--- src/rtl/game_state_engine.sv ---
// game_state_engine: run/pause/end FSM with player vertical motion and obstacle collision
// ports: clk, rst (sync, active-high); btn[2:0] debounced levels {end/new, start/pause, flip};
//   frame_tick one-cycle frame pulse; obstacle_x/obstacle_y packed {right,left}/{bottom,top} per slot;
//   gamemode 00 INIT/01 RUN/10 PAUSE/11 END; player_y top edge; gravity_dir 1 = up;
//   score ticks survived (saturating); collision one-cycle pulse on the hit that ends a game
module game_state_engine #(
  parameter int N_OBS    = 10,
  parameter int X_W      = 10,
  parameter int Y_W      = 9,
  parameter int PLAYER_X = 160,
  parameter int PLAYER_W = 16,
  parameter int PLAYER_H = 16,
  parameter int Y_MIN    = 0,
  parameter int Y_MAX    = 464,
  parameter int Y_INIT   = 240,
  parameter int SPEED    = 4,
  parameter int SCORE_W  = 16
) (
  input  logic                     clk,
  input  logic                     rst,
  input  logic [2:0]               btn,
  input  logic                     frame_tick,
  input  logic [N_OBS*2*X_W-1:0]   obstacle_x,
  input  logic [N_OBS*2*Y_W-1:0]   obstacle_y,
  output logic [1:0]               gamemode,
  output logic [Y_W-1:0]           player_y,
  output logic                     gravity_dir,
  output logic [SCORE_W-1:0]       score,
  output logic                     collision
);
  typedef enum logic [1:0] {INIT = 2'b00, RUN = 2'b01, PAUSE = 2'b10, GAME_END = 2'b11} mode_t;
  mode_t mode, mode_n;
  logic [2:0] btn_q, press;
  logic [N_OBS-1:0] hit_v;
  logic hit;
  logic [Y_W:0] y_sum;
  logic [Y_W-1:0] y_move, y_n;
  logic [SCORE_W-1:0] score_n;
  logic dir_n, col_n;
  assign press = btn & ~btn_q;
  genvar i;
  generate
    for (i = 0; i < N_OBS; i++) begin : g_slot
      logic [X_W-1:0] xl, xr;
      logic [Y_W-1:0] yt, yb;
      assign xl = obstacle_x[i*2*X_W +: X_W];
      assign xr = obstacle_x[i*2*X_W+X_W +: X_W];
      assign yt = obstacle_y[i*2*Y_W +: Y_W];
      assign yb = obstacle_y[i*2*Y_W+Y_W +: Y_W];
      // widened compares so the right/bottom player edges cannot wrap
      assign hit_v[i] = (xr > xl) &&
                        ((X_W+1)'(PLAYER_X) < {1'b0, xr}) &&
                        ((X_W+1)'(PLAYER_X + PLAYER_W) > {1'b0, xl}) &&
                        (player_y < yb) &&
                        (({1'b0, player_y} + (Y_W+1)'(PLAYER_H)) > {1'b0, yt});
    end
  endgenerate
  assign hit = |hit_v;
  assign y_sum = {1'b0, player_y} + (Y_W+1)'(SPEED);
  assign y_move = gravity_dir
    ? (({1'b0, player_y} < (Y_W+1)'(Y_MIN + SPEED)) ? Y_W'(Y_MIN) : player_y - Y_W'(SPEED))
    : ((y_sum > (Y_W+1)'(Y_MAX)) ? Y_W'(Y_MAX) : y_sum[Y_W-1:0]);
  always_comb begin
    mode_n = mode;
    y_n = player_y;
    dir_n = gravity_dir;
    score_n = score;
    col_n = 1'b0;
    case (mode)
      INIT: begin
        if (press[2]) begin
          y_n = Y_W'(Y_INIT);
          dir_n = 1'b0;
          score_n = '0;
        end else if (press[1]) mode_n = RUN;
      end
      RUN: begin
        if (press[2]) mode_n = GAME_END;
        else if (press[1]) mode_n = PAUSE;
        else if (frame_tick && hit) begin
          mode_n = GAME_END;
          col_n = 1'b1;
        end else begin
          if (frame_tick) begin
            y_n = y_move;
            score_n = &score ? score : score + 1'b1;
          end
          if (press[0]) dir_n = ~gravity_dir;
        end
      end
      PAUSE: mode_n = press[2] ? GAME_END : press[1] ? RUN : PAUSE;
      default: begin
        if (press[2]) begin
          mode_n = INIT;
          y_n = Y_W'(Y_INIT);
          dir_n = 1'b0;
          score_n = '0;
        end
      end
    endcase
  end
  always_ff @(posedge clk) begin
    if (rst) begin
      mode <= INIT;
      player_y <= Y_W'(Y_INIT);
      gravity_dir <= 1'b0;
      score <= '0;
      collision <= 1'b0;
      btn_q <= 3'b111;
    end else begin
      mode <= mode_n;
      player_y <= y_n;
      gravity_dir <= dir_n;
      score <= score_n;
      collision <= col_n;
      btn_q <= btn;
    end
  end
  assign gamemode = mode;
endmodule
--- config.mk ---
export PLATFORM = sky130hd
export DESIGN_NAME = game_state_engine
export DESIGN_NICKNAME = d
export VERILOG_FILES = /design/src/rtl/game_state_engine.sv
export SDC_FILE = /design/constraint.sdc
export NUM_CORES = 1
export LEC_CHECK = 0
export BUFFER_PORTS_ARGS = -buffer_cell sky130_fd_sc_hd__buf_2
export CORE_AREA = 2 2 159 161
export CTS_CLUSTER_DIAMETER = 100
export DETAILED_ROUTE_END_ITERATION = 16
export DIE_AREA = 0 0 161 163
export GPL_ROUTABILITY_DRIVEN = 0
export PLACE_DENSITY_LB_ADDON = 0.1
export SLEW_MARGIN = 20
export SYNTH_ARGS = -nofsm -noshare
export SYNTH_HDL_FRONTEND = slang
export SYNTH_SLANG_ARGS = --single-unit
--- constraint.sdc ---
create_clock -name clk -period 7.9 [get_ports clk]
set_input_delay 0.395 -clock clk [delete_from_list [all_inputs] [get_ports clk]]
set_output_delay 0.395 -clock clk [all_outputs]
set_load 0.02 [all_outputs]
======== Word-level counts from Yosys, hierarchy flattened ========
Cells that the tools add are included.
operators by class
  add/sub/neg operators ................... 4
  magnitude comparators ................... 52
  eq/ne operators ......................... 9
  muxes and demuxes ....................... 32
  bitwise operators ....................... 5
  reduce and logical (&&, ||, !) cells .... 53
operators with widths
  cell                                                  count
  > comparator 10 bit                                   10
  > comparator 10 x 9 -> 1 bit                          10
  > comparator 8 x 10 -> 1 bit (first input constant)   10
  < comparator 8 x 10 -> 1 bit (first input constant)   10
  two-way mux 16 bit                                    6
  < comparator 9 bit                                    10
  two-way mux 9 bit                                     8
  logical AND 1 bit                                     41
  case mux 16 bit (2 select lines)                      1
  case mux 9 bit (2 select lines)                       1
  adder 16 x 1 -> 16 bit (second input constant)        1
  two-way mux 2 bit                                     8
  AND reduction 16 bit                                  1
  != test 2 bit (second input constant)                 6
  AND reduction 6 bit                                   2
  adder 9 x 3 -> 10 bit (second input constant)         1
  adder 9 x 5 -> 10 bit (second input constant)         1
  > comparator 10 x 9 -> 1 bit (second input constant)  1
  OR reduction 10 bit                                   1
  < comparator 9 x 3 -> 1 bit (second input constant)   1
  subtractor 9 x 3 -> 9 bit (second input constant)     1
  AND reduction 7 bit                                   1
  two-way mux 1 bit                                     6
  case mux 2 bit (3 select lines)                       1
  other kinds (12)                                      16
word-level totals
  register bits ........................... 32
  input bits .............................. 386
  output and inout bits ................... 29
  logic and storage cells ................. 161

======== Depth between registers and ports, before layout ========
Gate-level depths: netlist of the first run.
  depth in word-level cells ............... 11
  gate-level depth with buffers ........... 15
  depth with buffers taken out ............ 13

======== Least setup slack after synthesis of the first run ========
OpenSTA, ideal clock, no wires.
  kind .................................... register to register
  from .................................... register player_y[4]
  to ...................................... register score[15]
  library setup time ...................... 117 ps
  arrival ................................. 3894 ps
  required time ........................... 7783 ps
  path slack .............................. 3888 ps
  cell stages (with the launch flop) ...... 15
  path buffers ............................ 3
  clock period less this slack ............ 4012 ps
  cell sequence ........................... dfxtp_1 > clkbuf_1 > inv_1 > ha_1 > ha_1 > or4_4 > a211oi_2 > nor3_1 > a32o_1 > nor4_2 > and4_1 > buf_6 > buf_12 > o22ai_1 > a32o_1
on the way
  word-level cells in the longest chain between the ends .. 7
  elaborated cells between the ends (all ways) .. 45
  those cells by class .................... 1 x add/sub; 20 x order compare; 1 x eq/ne; 23 x reduce/logical
RTL lines
  what                                                               RTL line  text
  from (decl)                                                        26        output logic [Y_W-1:0] player_y,
  from (signal assigned)                                             105       player_y <= Y_W'(Y_INIT);
  from (signal assigned)                                             112       player_y <= y_n;
  adder 9 x 5 -> 10 bit or < comparator 9 bit (tied branches)        55, 54
  > comparator 10 x 9 -> 1 bit or logical AND 1 bit (tied branches)  55, 53
  logical AND 1 bit                                                  54        (player_y < yb) &&
  OR reduction 10 bit *                                              58        assign hit = |hit_v;
  logical AND 1 bit *                                                80        else if (frame_tick && hit) begin
  != test 2 bit (no source line) *                                   n/a
  AND reduction 7 bit (no source line) *                             n/a
  to (signal assigned)                                               114       score <= score_n;
  to (decl)                                                          28        output logic [SCORE_W-1:0] score,
Every way passes the cells marked *; elsewhere a longest branch is shown, timed or not.
A chain may end at the register's enable or synchronous reset.

======== Worst setup path in the final report of the first run ========
  from .................................... register player_y[4]
  to ...................................... register score[4]
Same word-level chain as after synthesis.

==> run_results.csv, run 1 <==
group,metric,value,unit
outcome,status,"completed",
sta,hold_viol,0,
floorplan,die_area,26200,µm²
detailed_routing,vias,9804,
setup_path,cp.required,8.07,ns
clock_network,holdBufCountCts,0,
sta,slew_headroom,44.4,%
global_route,grt_usage,24.3,%
clock_network,cts_max_path_buffers,2,
sta,maxClockFrequency,218,MHz
global_route,grt_overflow,0,
clock_network,insertion_delay,0.28,ns
pwr,power_leakage,6.64,nW
setup_path,crit_path_start_kind,"register",
floorplan,start_util,35.0,%
detailed_routing,drt_iter0_markers,486,
sta,finalClockSkew,0.00940,ns
setup_path,crit_arrival,4.76,ns
logic_synthesis,synth_edf_count,0,
logic_synthesis,synth-main-ff-cell,"dfxtp_1",
pwr,powerDensity,63.4,nW/µm²
logic_synthesis,synth_common_cells,"inv_1, ha_1, a21oi_1",
placed_design,dp.final_hpwl,28.3,mm
sta,setup_viol,0,
global_route,grt_pass1_wl,51.0,mm
clock_network,numCtsBuffers,5,
logic_synthesis,synth-seq-cells,30,
clock_network,cts_setup_buffers,0,
sta,period_share,58.0,%
detailed_routing,drc,0,
global_route,grt_pass1_vias,9784,
setup_path,cpLargestDelayFamily,"simple AND/OR/NAND/NOR gates",
global_route,antenna_found_initial,13,
logic_synthesis,ys_warn_count,0,
sta,worst_pin_slew,0.834,ns
detailed_routing,ant_nets,0,
sta,rsz0062_at_grt,"false",
detailed_routing,drtPass1Iterations,5,
logic_synthesis,postSynthAreaPerCell,7.39,µm²
detailed_routing,wl_per_cell,17.3,µm
job,drv_cap,0,
setup_path,critPathMaxFanout,16,
finish,drive_gt1_share,28.1,%
finish,utilization,45.6,%
logic_synthesis,netlist_instances,1170,
logic_synthesis,syn_area,8640,µm²
setup_path,crit_chain,"inv_1 > ha_1 > ha_1 > or4_4 > a211oi_2 > nor3_1 > a32o_1 > nor4_2 > and4_1 > o22ai_1 > a32o_1",
logic_synthesis,synth.top_cells.by_area,"ha_1, inv_1, dfxtp_1",
detailed_routing,wirelength,33.1,mm
floorplan,fp.dieH,163,µm
clock_network,cts_resized,0,
finish,nets,2210,
setup_path,critPathBufInv,1,
sta,setup_tns,0,ns
setup_path,max_stage_delay,0.67,ns
setup_path,path_class,"reg2reg",
finish,area_growth,30.1,%
setup_path,cp_slowest_cell,"and4_1",
detailed_routing,viasPerCell,5.11,
logic_synthesis,synth_area_leader_cell,"ha_1",
logic_synthesis,synth_top_area_share,35.9,%
logic_synthesis,synth_most_common_cell,"inv_1",
hold_path,hold_class,"in2reg",
placed_design,port_buffers,412,
logic_synthesis,yosysUniqueCellTypes,73,
clock_network,htreeDepth,2,
pwr,vdd_drop_max,0.0784,mV
floorplan,fp-row-count,58,
setup_path,critPathCaptureType,"register",
floorplan,ios,415,
clock_network,cts.sinks,30,
global_route,grt_max_degree,30,
sta,fin_crit,4.58,ns
logic_synthesis,yosysSeqAreaShare,6.95,%
logic_synthesis,async_flop_share,0,%
floorplan,core_area,24700,µm²
clock_network,tritoncts,"done",
clock_network,clkTransAtPathRegs,0.06,ns
sta,finalMaxSlewViolations,0,
floorplan,fp.dieW,161,µm
clock_network,clock-root-buffer,"clkbuf_16",
-- where the power goes --
part	switching [mW]	leakage (nW)	internal, mW
Combinational	0.184	6.32	0.176
Sequential	0.00245	0.243	0.153
Clock	0.0729	0.0729	0.125
-- worst register-to-register path, cell delays in order (launching register included) --
cell      delay (ns)
dfxtp_1         0.55
inv_1           0.39
ha_1            0.61
ha_1            0.29
or4_4           0.53
a211oi_2        0.20
nor3_1          0.08
a32o_1          0.22
nor4_2          0.45
and4_1          0.68
o22ai_1         0.19
a32o_1          0.29
-- metal layers --
| metal | GRT usage (%) | part of all wire [%] | wire length [µm] |
|---|---|---|---|
| met1 | 29.4 | 44 | 14400 |
| met2 | 44.5 | 49 | 16100 |
| met3 | 4.02 | 5.7 | 1880 |
| met4 | 6.41 | 2.2 | 715 |
| met5 | 0 | 0.072 | 24 |
-- area by class of cell --
class	count	area [µm²]
multi-input cells	853	6940
fillers	2676	13400
repair buffers	418	2110
clock inverters	2	12.5
flip-flops and latches	30	604
diodes	11	27.5
well taps	330	413
clock buffers	6	139
inverters	268	1010
-- cells in the final DEF (no fill, tap or decap), types with 15 or more instances in the layout --
cell     count
a21o_1      36
a21oi_1     80
and3_1      15
and4_1      17
buf_2      412
dfxtp_1     27
ha_1       248
inv_1      267
nand2_1     43
nand3_1     31
nand4_1     33
nor2_1      45
nor3_1      23
nor3b_1     15
nor4_1      25
o21ai_0     46
o22ai_1     17
-- through the flow --
stage	power, mW	cells	hold slack (ns)	cell area [µm²]	setup WS, ns
final	0.714	1918	0.313	11200	3.32
after global routing	0.775	1916	0.310	11200	2.74
after CTS	0.718	1907	0.310	11200	3.18
after detailed placement	0.518	1899	0.528	11100	3.20
after global placement	0.516	1899	0.531	11100	3.28
after floorplan	0.357	1171	0.502	8650	3.89
-- cells by family after synthesis --
logic type	share of synthesized area (%)
simple gates	19.4
buf+inv	13.1
other cells	0.0434
fa+ha+maj	35.9
compound gates	22.6
flops	6.95
xor+xnor	1.32
mux	0.695
-- final timing paths --
kind	start	end	slack [ns]	cells after the start
setup / recovery	player_y[4]$_SDFFE_PP1P_	score[4]$_SDFFE_PP0P_	3.32	11
setup reg to reg	player_y[4]$_SDFFE_PP1P_	score[4]$_SDFFE_PP0P_	3.32	11
hold reg to reg	score[1]$_SDFFE_PP0P_	score[1]$_SDFFE_PP0P_	0.53	2
hold / removal	btn[1]	btn_q[1]$_SDFF_PP1_	0.31	2
-- flip-flops by register name, summed over array words and instances, names as in the netlist --
register / cells
btn_q: 3
collision: 1
gamemode: 2
gravity_dir: 1
player_y: 7
score: 16
No activity file was read; power rests on OpenSTA's default activity.
==> inputs of run 2 (changes only) <==
==> constraint.sdc (replaced) <==
create_clock -name clk -period 4.6 [get_ports clk]
set_input_delay 0.23 -clock clk [delete_from_list [all_inputs] [get_ports clk]]
set_output_delay 0.23 -clock clk [all_outputs]
set_load 0.02 [all_outputs]
==> run 2 against run 1 <==
Clock skew down 0.0047 ns. Sequential power up 72%. First-iteration DRC count down 2.7%. Die area unchanged. Critical path depth up 1. Clock power up 59%. Highest routed layer unchanged. Power up 69%. Clock-buffer cell count down 1. Sequential share of layout area about the same.
==> run_results.csv, run 2 (synthesis results as in run 1) <==
group,metric,value,unit
sta,fin_crit,4.18,ns
finish,largest_register_ffs,16,
sta,finalClockSkew,0.00471,ns
sta,timing.final.ws_setup,0.423,ns
global_route,grt_pass1_wl,51.0,mm
global_route,grt_overflow,0,
clock_network,clock-root-buffer,"clkbuf_16",
clock_network,cts_max_path_buffers,2,
floorplan,fp.dieW,161,µm
job,drv_cap,0,
clock_network,cts.sinks,30,
hold_path,hold_class,"in2reg",
detailed_routing,vias,9820,
detailed_routing,viasPerCell,5.11,
sta,setup_viol,0,
sta,finalMaxSlewViolations,0,
detailed_routing,drtPass1Iterations,5,
finish,reg_top3,"score x16, player_y x7, btn_q x3",
setup_path,critPathMaxFanout,16,
setup_path,crit_path_start_kind,"register",
setup_path,crit_arrival,4.34,ns
outcome,status,"completed",
clock_network,insertion_delay,0.27,ns
global_route,grt_pass1_vias,9893,
sta,slew_headroom,48.2,%
detailed_routing,ant_nets,0,
finish,layout.cells.most_common,"buf_2",
global_route,grt_usage,24.4,%
floorplan,die_area,26200,µm²
sta,period_share,90.8,%
clock_network,tritoncts,"done",
finish,nets,2218,
sta,rsz0062_at_grt,"false",
detailed_routing,drt_iter0_markers,473,
sta,worst_pin_slew,0.777,ns
global_route,grt_max_degree,30,
floorplan,core_area,24700,µm²
clock_network,cts_setup_buffers,0,
placed_design,pre_cts_ws,0.234,ns
finish,area_growth,30.7,%
floorplan,fp-row-count,58,
floorplan,start_util,35.0,%
sta,hold_viol,0,
clock_network,clkTransAtPathRegs,0.05,ns
finish,drive_gt1_share,28.5,%
clock_network,htreeDepth,2,
pwr,vdd_drop_max,0.152,mV
finish,largest_register,"score",
setup_path,cp.required,4.76,ns
sta,setup_tns,0,ns
placed_design,dp.final_hpwl,28.6,mm
sta,maxClockFrequency,239,MHz
setup_path,critPathCaptureType,"register",
detailed_routing,wl_per_cell,17.3,µm
setup_path,path_class,"reg2reg",
detailed_routing,wirelength,33.3,mm
floorplan,ios,415,
floorplan,fp.dieH,163,µm
placed_design,port_buffers,412,
finish,layout_common_cells,"buf_2, inv_1, ha_1, a21oi_1, o21ai_0",
detailed_routing,drc,0,
clock_network,numCtsBuffers,5,
pwr,power_leakage,6.67,nW
global_route,antenna_found_initial,13,
pwr,powerDensity,107,nW/µm²
pwr,totalPowerFinal,1.20,mW
run 2: final cells by class:
type | instances | area (µm²)
antenna | 8 | 20.0
clock buffer | 5 | 125
clock inverter | 2 | 10.0
fill | 2632 | 13400
inverter | 268 | 1010
multi-input combinational | 853 | 6950
sequential | 30 | 604
tap | 330 | 413
timing repair buffer | 426 | 2170
run 2: worst max-delay path, cell delays in order (launching register included):
cell and delay [ns]:
dfxtp_1 0.35, buf_4 0.28, inv_1 0.09, ha_1 0.53, ha_1 0.29, or4_4 0.53, a211oi_2 0.20, nor3_1 0.09
a32o_1 0.23, nor4_2 0.47, and4_2 0.58, o22ai_1 0.15, a32o_1 0.26
run 2: per-stage QoR:
stage	hold slack (ns)	util [%]	area, µm²	instances
floorplan	0.337	-	8650	1171
global placement	0.435	45.1	11100	1907
global route	0.154	45.7	11300	1920
CTS	0.156	45.6	11300	1914
finish	0.158	45.8	11300	1922
detailed placement	0.436	45.1	11100	1907
run 2: per-layer routing:
metal | part of all wire [%] | track usage (%)
met1 | 44 | 30.1
met2 | 48 | 44.2
met3 | 5.5 | 3.57
met4 | 2.4 | 6.21
met5 | 0.16 | 0
run 2: report_power, final:
part	internal [mW]	switching (mW)	total [mW]
clock	0.195	0.119	0.314
sequential	0.263	0.00515	0.268
combinational	0.304	0.316	0.620
total	0.763	0.440	1.20
run 2: path summary, 6_finish.rpt:
kind                             from                endpoint  slack, ns  depth (start not counted)
max          player_y[4]$_SDFFE_PP1P_  score[15]$_SDFFE_PP0P_       0.42                         12
min                            btn[2]     btn_q[2]$_SDFF_PP1_       0.16                          2
max reg2reg  player_y[4]$_SDFFE_PP1P_  score[15]$_SDFFE_PP0P_       0.42                         12
min reg2reg     score[1]$_SDFFE_PP0P_   score[1]$_SDFFE_PP0P_       0.53                          2
run 2: timing repair:
item | CTS | global route
endpoints found under the hold margin | 0 | 0
endpoints found under the setup margin | 0 | 4
hold buffers | 0 | 0
gates resized for setup | 0 | 2
